$ cat src/rtl/cdb_pkg.sv
// Shared CDB definitions: FU finish tags, default field widths and the
// result entry carried from each FU queue to the CDB arbiter.
package cdb_pkg;

  localparam int unsigned CDB_TAG_W  = 4;
  localparam int unsigned CDB_ADDR_W = 5;
  localparam int unsigned CDB_DATA_W = 32;

  typedef enum logic [CDB_TAG_W-1:0] {
    TAG_NONE = 4'd0,
    TAG_ALU1 = 4'd1,
    TAG_ALU2 = 4'd2,
    TAG_ALU3 = 4'd3,
    TAG_MUL1 = 4'd4,
    TAG_MUL2 = 4'd5,
    TAG_DIV1 = 4'd6,
    TAG_MEM1 = 4'd7,
    TAG_MEM2 = 4'd8,
    TAG_JUMP = 4'd9
  } fu_tag_e;

  typedef struct packed {
    logic [CDB_TAG_W-1:0]  tag;
    logic [CDB_ADDR_W-1:0] addr;
    logic [CDB_DATA_W-1:0] data;
  } cdb_entry_t;

  // Occupancy view of a result queue, derived from its count.
  typedef enum logic [1:0] {
    OCC_EMPTY   = 2'd0,
    OCC_PARTIAL = 2'd1,
    OCC_FULL    = 2'd2
  } occ_e;

endpackage

$ cat src/rtl/cdb_result_queue.sv
// Per-FU result FIFO between writeback and the CDB arbiter; head is popped
// only on grant so results losing arbitration are held, and full stalls the FU.
module cdb_result_queue
  import cdb_pkg::*;
#(
  parameter int unsigned DEPTH  = 4,
  parameter int unsigned TAG_W  = CDB_TAG_W,
  parameter int unsigned ADDR_W = CDB_ADDR_W,
  parameter int unsigned DATA_W = CDB_DATA_W
) (
  input  logic                     clk,
  input  logic                     rst,
  input  logic                     flush,
  input  logic [TAG_W-1:0]         fu_finish,
  input  logic [ADDR_W-1:0]        fu_wt_addr,
  input  logic [DATA_W-1:0]        fu_wt_data,
  input  logic                     cdb_grant,
  output logic [TAG_W-1:0]         head_finish,
  output logic [ADDR_W-1:0]        head_wt_addr,
  output logic [DATA_W-1:0]        head_wt_data,
  output logic                     full,
  output logic [$clog2(DEPTH):0]   count,
  output logic                     overflow
);

  localparam int unsigned PTR_W = $clog2(DEPTH);
  localparam int unsigned CNT_W = PTR_W + 1;

  cdb_entry_t        mem [DEPTH];
  logic [PTR_W-1:0]  wr_ptr;
  logic [PTR_W-1:0]  rd_ptr;

  logic              push_req;
  logic              pop;
  logic              at_cap;
  logic              wr_en;
  logic              drop;
  logic [CNT_W-1:0]  count_next;
  occ_e              occ_next;
  logic              full_next;

  always_comb begin
    push_req   = fu_finish != '0;
    pop        = cdb_grant && (count != '0);
    at_cap     = count == CNT_W'(DEPTH);
    // At capacity a push is only accepted when the same edge frees the head slot.
    wr_en      = push_req && (!at_cap || pop);
    drop       = push_req && at_cap && !pop;
    count_next = count;
    if (wr_en && !pop) begin
      count_next = count + CNT_W'(1);
    end else if (pop && !wr_en) begin
      count_next = count - CNT_W'(1);
    end
    if (count_next == '0) begin
      occ_next = OCC_EMPTY;
    end else if (count_next == CNT_W'(DEPTH)) begin
      occ_next = OCC_FULL;
    end else begin
      occ_next = OCC_PARTIAL;
    end
    full_next = occ_next == OCC_FULL;
  end

  always_ff @(posedge clk) begin
    if (rst) begin
      wr_ptr   <= '0;
      rd_ptr   <= '0;
      count    <= '0;
      full     <= 1'b0;
      overflow <= 1'b0;
    end else if (flush) begin
      wr_ptr   <= '0;
      rd_ptr   <= '0;
      count    <= '0;
      full     <= 1'b0;
    end else begin
      if (wr_en) begin
        wr_ptr <= wr_ptr + PTR_W'(1);
      end
      if (pop) begin
        rd_ptr <= rd_ptr + PTR_W'(1);
      end
      count <= count_next;
      full  <= full_next;
      if (drop) begin
        overflow <= 1'b1;
      end
    end
  end

  // Storage is deliberately unreset; entries are only visible through count.
  always_ff @(posedge clk) begin
    if (!rst && !flush && wr_en) begin
      mem[wr_ptr] <= '{tag: fu_finish, addr: fu_wt_addr, data: fu_wt_data};
    end
  end

  always_comb begin
    head_finish  = '0;
    head_wt_addr = '0;
    head_wt_data = '0;
    if (count != '0) begin
      head_finish  = mem[rd_ptr].tag;
      head_wt_addr = mem[rd_ptr].addr;
      head_wt_data = mem[rd_ptr].data;
    end
  end

endmodule

$ cat config.mk
export PLATFORM = sky130hd
export DESIGN_NAME = cdb_result_queue
export DESIGN_NICKNAME = d
export VERILOG_FILES = /design/src/rtl/cdb_pkg.sv /design/src/rtl/cdb_result_queue.sv
export SDC_FILE = /design/constraint.sdc
export NUM_CORES = 1
export LEC_CHECK = 0
export CAP_MARGIN = 20
export CORE_MARGIN = 3
export CORE_UTILIZATION = 50
export DETAILED_ROUTE_END_ITERATION = 6
export DONT_BUFFER_PORTS = 1
export PLACE_DENSITY = 0.7
export SETUP_SLACK_MARGIN = 0.2
export SYNTH_ARGS = -nofsm -noshare
export SYNTH_HDL_FRONTEND = slang
export SYNTH_SLANG_ARGS = --single-unit
$ cat constraint.sdc
create_clock -name clk -period 3.6 [get_ports clk]
set_input_delay 0.54 -clock clk [delete_from_list [all_inputs] [get_ports clk]]
set_output_delay 0.54 -clock clk [all_outputs]
set_load 0.01 [all_outputs]
==> run summary, run 1 <==
Status - complete, no violations
Top Ports - 91
Leakage power - 2.43 nW
Gate count of the mapped netlist - 340
Number of buffers created by CTS - 17
Post-route ant nets - 0
Die Y-Extent - 123 microns
Finished layout cell area - 7680 sq um
Hold Vio Cnt, Final - 0
Number of global-route vias before repair - 3281
Commonest non-fill, non-tap cell in the layout - edfxtp_1
GPL Wtd Cong - 0.739
Reg-to-Reg Start - count[1]
CORE AREA - 13300 sq um
Port Buffers - 0
Delay-heaviest family, CP - simple AND/OR/NAND/NOR gates
Nature of the critical path endpoint - output port
Final clock skew - 0.00689 ns
Least-Margin Pin Slew - 0.851 ns
Setup bufs post-CTS - 0
CP Launch Type - flip-flop
Hold Crit Class - input port to flip-flop
Initial Util - 51.5%
TNS Setup - 0 ns
Num rows - 42
Drt initial violations - 234
First-pass GRT wire length - 18500 microns
VDD IR max - 351 uV
Drt drc - 0
Slowest cell on crit path - nand2b_2
Sequential area share after synthesis - 74.9%
Die extent in x - 123 microns
Synth Flop Type - edfxtp_1
CTS hold repair buffers - 0
Area added between synthesis and finish - 11.8%
Crit Path Max Fanout - 45
Syn avg cell area - 20.2 sq um
R2r setup slk - 1.00 ns
Layout cell share with drive strength beyond 1 - 24.2%
Max-cap viol count - 0
Initial antenna violation count - 0
Setup Viol. Count Final - 0
RSZ-0062 raised after global routing - no
Relative slew slack - 42.7%
Diodes inserted - 0
Placed Area - 7100 sq um
Post-layout util - 57.6%
Drt total wl - 11900 microns
Post-synthesis cell type count - 40
Final period util - 77.3%
WS Path Type - flip-flop to output port
Critical Path Sink - head_wt_data[24]
Area of the mapped netlist - 6870 sq um
Synthesis-stage register bit count - 175
Ys async rst share - 0%
Setup slack after placement - 0.998 ns
CTS tree - done
All-layer global routing usage - 16.7%
Nets - 399
Crit-path cells - inv_1, ha_1, nand2b_2, and2_1
EDFF count, synth - 164
Critical path buffers and inverters - 1
Post-DR wirelength/cell - 22.2 microns
Post-Syn Nets - 392
CP Data Arrival Time - 2.24 ns
Final WS setup - 0.817 ns
Min Hold Slack - 0.193 ns
Clock Latency Late Sink - 0.41 ns
GRT overflow - 0
CP peak stage delay - 0.56 ns
Drt first pass iters - 4
Largest net degree at the start of global routing - 46
H-tree depth - 4
Worst Setup SP - count[1]
Power per cell area - 553 nW/um^2
Synth warnings - 0
Max Buffers Root-to-Sink - 2
Worst-path clk slew - 0.06 ns
Clk sink count - 175
Most frequent cells in the layout - edfxtp_1, mux4_2, and2_1
Worst path depth - 4
HPWL after detailed placement - 7310 microns
Fmax - 0.359 GHz
Worst R2R Path Depth - 7
DR vias - 3099
Period minus WS final - 2.78 ns
Die area - 15200 sq um
Root buf cell - clkbuf_16
Final Max Slew Viols - 0
Avg Vias per Cell - 5.78
Post-CTS sizing - 0
Required time worst endpoint - 3.06 ns
R2R Path End - mem[1][10]
## where the power goes
part	internal, mW	switching [mW]
sequential	2.27	0.0231
clock	1.08	0.684
combinational	0.0809	0.111
total	3.43	0.818
## kinds of logic (layout without fill, tap and decap cells)
kind of cell	count (synthesis)	in the layout	share of synthesized area (%)
AOI/OAI and AO/OA	15	15	1.68
xor gates and xnor gates	3	3	0.383
adders and majority gates	7	7	1.27
buffers and inverters	23	43	1.46
DFF	175	175	74.9
muxes	45	45	14.1
and+or+nand+nor	72	72	6.25
## worst min-delay path by stage
stage,endpoint,from,cells after the start
finish,overflow,rst,1
global route,overflow,rst,1
CTS,overflow,rst,1
detailed placement,flip-flop,rd_ptr[1],2
global placement,flip-flop,rd_ptr[1],2
floorplan,flip-flop,rd_ptr[1],2
## area by class of cell
type	count	area, sq um
clock buffer	19	433
timing repair buffer	6	82.6
inverter	5	18.8
fill	976	5660
multi-input combinational	142	1630
sequential	175	5150
tap	176	220
clock inverter	13	146
## flip-flops by register name, indices dropped and copies added (netlist names), named ones only
| signal | cells |
|---|---|
| count | 3 |
| full | 1 |
| mem | 164 |
| overflow | 1 |
| rd_ptr | 2 |
| wr_ptr | 2 |
## layer usage
layer,GRT usage [%],wire (microns)
met5,0,0
met4,6.57,183
met3,6.04,915
met2,26.1,5820
met1,21.5,5010
## stage by stage
step,power (mW),cells
final,4.25,536
after floorplan,2.49,340
after detailed placement,2.53,504
after global placement,2.52,504
after global routing,4.39,536
after CTS,4.29,536
## synthesized netlist by cell type (2+ instances only)
cell      count  area (sq um)
nand2_1       3          11.3
nor4_1        2          12.5
ha_1          7          87.6
buf_2         5          25.0
and3_1        2          12.5
a21oi_1       2          10.0
dfxtp_1      11           220
nand3_1       2          10.0
mux4_2       41           923
o21ai_0       2          10.0
nand2b_1      2          12.5
buf_1         6          22.5
xor2_1        2          17.5
nor2_1        7          26.3
edfxtp_1    164          4920
nor3_1        3          15.0
inv_1         5          18.8
mux2i_1       3          30.0
clkbuf_1      6          22.5
and2_1       45           282
Note: power is estimated with default switching activity, not from simulation.
==> run 2, diff against run 1 <==
==> constraint.sdc (replaced) <==
create_clock -name clk -period 2.7 [get_ports clk]
set_input_delay 0.405 -clock clk [delete_from_list [all_inputs] [get_ports clk]]
set_output_delay 0.405 -clock clk [all_outputs]
set_load 0.01 [all_outputs]
==> run summary, run 2 (same netlist as run 1, synthesis figures left out) <==
Most frequent cells in the layout - edfxtp_1, mux4_2, and2_1
Placed Area - 7140 sq um (+0.49%)
WS Path Type - flip-flop to output port
Design Power - 5.56 mW (+31%)
Final Max Slew Viols - 0 (unchanged)
Hold Crit Class - input port to flip-flop
Die Y-Extent - 123 microns (unchanged)
Max Buffers Root-to-Sink - 2 (unchanged)
CP peak stage delay - 0.41 ns (-0.15 ns)
Layout cell share with drive strength beyond 1 - 26.8% (+2.6 points)
Drt first pass iters - 4 (unchanged)
TNS Setup - 0 ns (unchanged)
Hold Path Cell Cnt - 1 (unchanged)
Drt drc - 0 (unchanged)
Final period util - 86.8%
Leakage power - 2.46 nW (+1.3%)
Period minus WS final - 2.34 ns
Top Ports - 91 (unchanged)
CP Launch Type - flip-flop
Final clock skew - 0.0101 ns (+0.00320 ns)
Clk sink count - 175 (unchanged)
Number of buffers created by CTS - 17 (unchanged)
Nets - 409 (+2.5%)
Finished layout cell area - 7710 sq um (+0.34%)
Drt total wl - 11800 microns (-1.4%)
Biggest regs - mem (164), count (3)
Crit-path cells - inv_1, ha_1, nand2b_4, buf_4, and2_1
H-tree depth - 4 (unchanged)
Fmax - 0.427 GHz
Max reg flops - 164 (unchanged)
VDD IR max - 399 uV (+14%)
Hold Startpoint - rst
GRT overflow - 0 (unchanged)
Layout Cells excl Fill - 546 (+1.9%)
Worst R2R Path Depth - 7 (unchanged)
Drt initial violations - 312 (+33%)
Required time worst endpoint - 2.30 ns (-0.76 ns)
Post-route ant nets - 0 (unchanged)
Most flop-heavy register - mem
Hold Vio Cnt, Final - 0 (unchanged)
Crit Path Max Fanout - 14 (-69%)
R2r setup slk - 0.57 ns (-0.43 ns)
Power per cell area - 721 nW/um^2 (+30%)
Max-cap viol count - 0 (unchanged)
CTS hold repair buffers - 0 (unchanged)
Setup Viol. Count Final - 0 (unchanged)
RSZ-0062 raised after global routing - no
Clock Latency Late Sink - 0.42 ns (about the same)
Number of global-route vias before repair - 3195 (-2.6%)
First-pass GRT wire length - 18400 microns (-0.86%)
Area added between synthesis and finish - 12.2%
Initial antenna violation count - 0 (unchanged)
All-layer global routing usage - 16.8% (+0.13 points)
Num rows - 42 (unchanged)
CORE AREA - 13300 sq um (unchanged)
HPWL after detailed placement - 7310 microns (about the same)
CTS tree - done
Nature of the critical path endpoint - output port
Post-DR wirelength/cell - 21.5 microns (-3.2%)
Worst-path clk slew - 0.07 ns (about the same)
Slowest cell on crit path - dfxtp_2
Commonest non-fill, non-tap cell in the layout - edfxtp_1
Reg-to-Reg Start - count[1]
Initial Util - 51.5% (unchanged)
Root buf cell - clkbuf_16
Hold Path End - overflow
Relative slew slack - 46.8% (+4.0 points)
Die area - 15200 sq um (unchanged)
Worst Setup SP - count[1]
Port Buffers - 0 (unchanged)
Least-Margin Pin Slew - 0.791 ns (-0.0601 ns)
R2R Path End - mem[2][23]
GPL Wtd Cong - 0.749 (+1.4%)
Largest net degree at the start of global routing - 26 (-43%)
Status - complete, no violations
DR vias - 3122 (+0.74%)
Die extent in x - 123 microns (unchanged)
CP Data Arrival Time - 1.94 ns (-0.30 ns)
Avg Vias per Cell - 5.72 (-1.1%)
Diodes inserted - 0 (unchanged)
Dpl cells - 512 (+1.6%)
[run 2: cell type report]
cell class,instances,area [sq um]
clock buffers,18,429
clock inverters,14,119
fillers,995,5640
inverters,5,18.8
multi-input cells,142,1640
flip-flops and latches,175,5150
well taps,176,220
repair buffers,16,133
[run 2: how the worst max path moves through the flow]
stage                           end  slack (ns)  cells past startpoint
global placement         mem[2][14]        0.58                      7
global route        head_wt_addr[4]        0.23                      5
finish              head_wt_data[3]        0.36                      5
CTS                 head_wt_data[3]        0.21                      5
floorplan                 mem[0][0]        0.55                      6
detailed placement       mem[2][22]        0.49                      7
[run 2: repair_timing]
action | CTS | global route
hold endpoints to repair | 0 | 0
buffers inserted | 0 | 2
endpoints found under the setup margin | 29 | 29
resized for setup | 1 | 2
[run 2: stage by stage]
| step | setup WS [ns] | utilization, % | hold WS, ns |
|---|---|---|---|
| floorplan | 0.552 | - | 0.477 |
| detailed placement | 0.490 | 53.5 | 0.483 |
| finish | 0.356 | 57.8 | 0.0532 |
| CTS | 0.207 | 57.6 | 0.0278 |
| global route | 0.234 | 57.8 | 0.0410 |
| global placement | 0.578 | 53.5 | 0.480 |
[run 2: per-layer routing]
layer	vias to the layer above	routed length, microns	global-route usage [%]
met3	12	1020	6.50
met4	0	117	6.02
li1	1396	-	-
met2	103	5870	26.0
met1	1611	4750	21.9
met5	-	0	0
[run 2: worst max-delay path: cells and delay by family (launching register included)]
family	cells	cell delay (ns)
simple gates	2	0.44
fa+ha+maj	1	0.31
flops	1	0.41
buf+inv	2	0.36
[run 2: report_power, final]
part	internal, mW	switching [mW]	leakage (nW)
combinational	0.121	0.166	0.613
sequential	3.02	0.0176	1.58
clock	1.27	0.967	0.263
total	4.41	1.15	2.46
==> run 3, diff against run 2 <==
--- a/config.mk
+++ b/config.mk
@@ -6,11 +6,13 @@
 export NUM_CORES = 1
 export LEC_CHECK = 0
 export CAP_MARGIN = 20
+export CELL_PAD_IN_SITES_DETAIL_PLACEMENT = 0
+export CELL_PAD_IN_SITES_GLOBAL_PLACEMENT = 1
 export CORE_MARGIN = 3
 export CORE_UTILIZATION = 50
 export DETAILED_ROUTE_END_ITERATION = 6
 export DONT_BUFFER_PORTS = 1
-export PLACE_DENSITY = 0.7
+export PLACE_DENSITY = 0.78
 export SETUP_SLACK_MARGIN = 0.2
 export SYNTH_ARGS = -nofsm -noshare
 export SYNTH_HDL_FRONTEND = slang
==> run summary, run 3 (same netlist as run 1, synthesis figures left out) <==
Port Buffers - 0 (unchanged)
Avg Vias per Cell - 5.59 (-2.2%)
Drt drc - 0 (unchanged)
Grt met3 use - 5.95% (-0.55 points)
Most flop-heavy register - mem
TNS Setup - 0 ns (unchanged)
Die extent in x - 123 microns (unchanged)
Layout cell share with drive strength beyond 1 - 24.2% (-2.6 points)
Final WS setup - 0.343 ns (-0.0126 ns)
Num rows - 42 (unchanged)
Status - complete, no violations
Post-DR wirelength/cell - 20.7 microns (-4.0%)
DR vias - 3020 (-3.3%)
Required time worst endpoint - 2.30 ns (about the same)
Setup slack after placement - 0.557 ns (+0.0668 ns)
GRT overflow - 0 (unchanged)
Hold Path Cell Cnt - 1 (unchanged)
Die Y-Extent - 123 microns (unchanged)
Max reg flops - 164 (unchanged)
Hold Crit Class - input port to flip-flop
Top Ports - 91 (unchanged)
Leakage power - 2.46 nW (+0.26%)
CORE AREA - 13300 sq um (unchanged)
Nature of the critical path endpoint - output port
Least-Margin Pin Slew - 0.780 ns (-0.0113 ns)
Met2 Usage GRT - 24.6% (-1.4 points)
CTS tree - done
Clock Latency Late Sink - 0.42 ns (about the same)
Power per cell area - 742 nW/um^2 (+2.8%)
Drt initial violations - 214 (-31%)
Drt first pass iters - 4 (unchanged)
Root buf cell - clkbuf_16
Area added between synthesis and finish - 13.0%
Most frequent cells in the layout - edfxtp_1, mux4_2, and2_1
Biggest regs - mem (164), count (3)
Period minus WS final - 2.36 ns (+0.0126 ns)
GR Layer Usage met1 - 20.0% (-1.9 points)
Number of buffers created by CTS - 17 (unchanged)
All-layer global routing usage - 15.9% (-0.92 points)
WS Path Type - flip-flop to output port
Number of global-route vias before repair - 3130 (-2.0%)
CTS hold repair buffers - 0 (unchanged)
Critical path buffers and inverters - 2 (unchanged)
Final clock skew - 0.00362 ns (-0.00647 ns)
Multi-input gate area - 1630 sq um (-0.46%)
CP Launch Type - flip-flop
Diodes inserted - 0 (unchanged)
Die area - 15200 sq um (unchanged)
Drt total wl - 11200 microns (-5.1%)
Final period util - 87.3% (+0.47 points)
Setup bufs post-CTS - 0 (unchanged)
Delay-heaviest family, CP - flip-flops
Setup Viol. Count Final - 0 (unchanged)
Relative slew slack - 47.5% (+0.76 points)
GRT Max-Usage Layer - met2
Fmax - 0.424 GHz (-0.54%)
H-tree depth - 4 (unchanged)
Nets - 403 (-1.5%)
First-pass GRT wire length - 17300 microns (-5.7%)
Worst path depth - 5 (unchanged)
Initial Util - 51.5% (unchanged)
HPWL after detailed placement - 6860 microns (-6.2%)
Commonest non-fill, non-tap cell in the layout - edfxtp_1
Final Max Slew Viols - 0 (unchanged)
Register area - 5150 sq um (about the same)
GPL Wtd Cong - 0.751 (+0.16%)
Crit-path cells - inv_1, ha_1, nand2b_1, buf_6, and2_1
RSZ-0062 raised after global routing - no
Worst-path clk slew - 0.06 ns (about the same)
VDD IR max - 509 uV (+28%)
Post-route ant nets - 0 (unchanged)
Largest net degree at the start of global routing - 42 (+62%)
CP peak stage delay - 0.48 ns (+0.07 ns)
Initial antenna violation count - 0 (unchanged)
Crit Path Max Fanout - 32 (+18)
Clk sink count - 175 (unchanged)
CP Data Arrival Time - 1.95 ns (about the same)
Filler cells - 977 (-1.8%)
Slowest cell on crit path - dfxtp_1
Max-cap viol count - 0 (unchanged)
Max Buffers Root-to-Sink - 2 (unchanged)
Hold Vio Cnt, Final - 0 (unchanged)
Worst R2R Path Depth - 7 (unchanged)
-- run 3: timing repair --
item / CTS / global route
setup endpoints to repair: 0 / 30
gates resized for setup: 0 / 1
hold endpoints to repair: 0 / 0
-- run 3: stage by stage --
step,hold WS [ns],utilization [%],instance area [sq um],power (mW),std cells
finish,0.0507,58.2,7760,5.76,540
detailed placement,0.479,53.6,7160,3.38,508
CTS,0.0301,58.1,7760,5.82,540
global placement,0.480,53.6,7160,3.37,508
global route,0.0277,58.2,7760,5.95,540
floorplan,0.477,-,6880,3.31,340
-- run 3: layer usage --
metal  vias to the layer above  wire length, microns
met5                         -                     0
met4                         0                   176
met3                         9                   915
met2                        91                  5630
met1                      1532                  4440
li1                       1388                     -
-- run 3: worst paths after layout --
path / from / endpoint / slack, ns
worst max-delay path: count[1] / head_wt_data[0] / 0.34
worst min-delay path: rst / overflow / 0.05
worst max register to register: count[1] / mem[3][9] / 0.54
worst min register to register: rd_ptr[1] / flip-flop / 0.54
-- run 3: layout make-up --
class | count | area share (%)
Clock buffer | 19 | 5.58
Inverter | 5 | 0.242
Timing Repair Buffer | 10 | 1.82
Clock inverter | 13 | 2.19
Multi-Input combinational cell | 142 | 21.0
Sequential cell | 175 | 66.3
Tap cell | 176 | 2.84
-- run 3: power breakdown --
| part | total (mW) | switching, mW | leakage [nW] | internal, mW |
|---|---|---|---|---|
| Clock | 2.44 | 0.910 | 0.291 | 1.53 |
| Sequential | 3.04 | 0.0175 | 1.58 | 3.02 |
| Combinational | 0.275 | 0.158 | 0.593 | 0.117 |
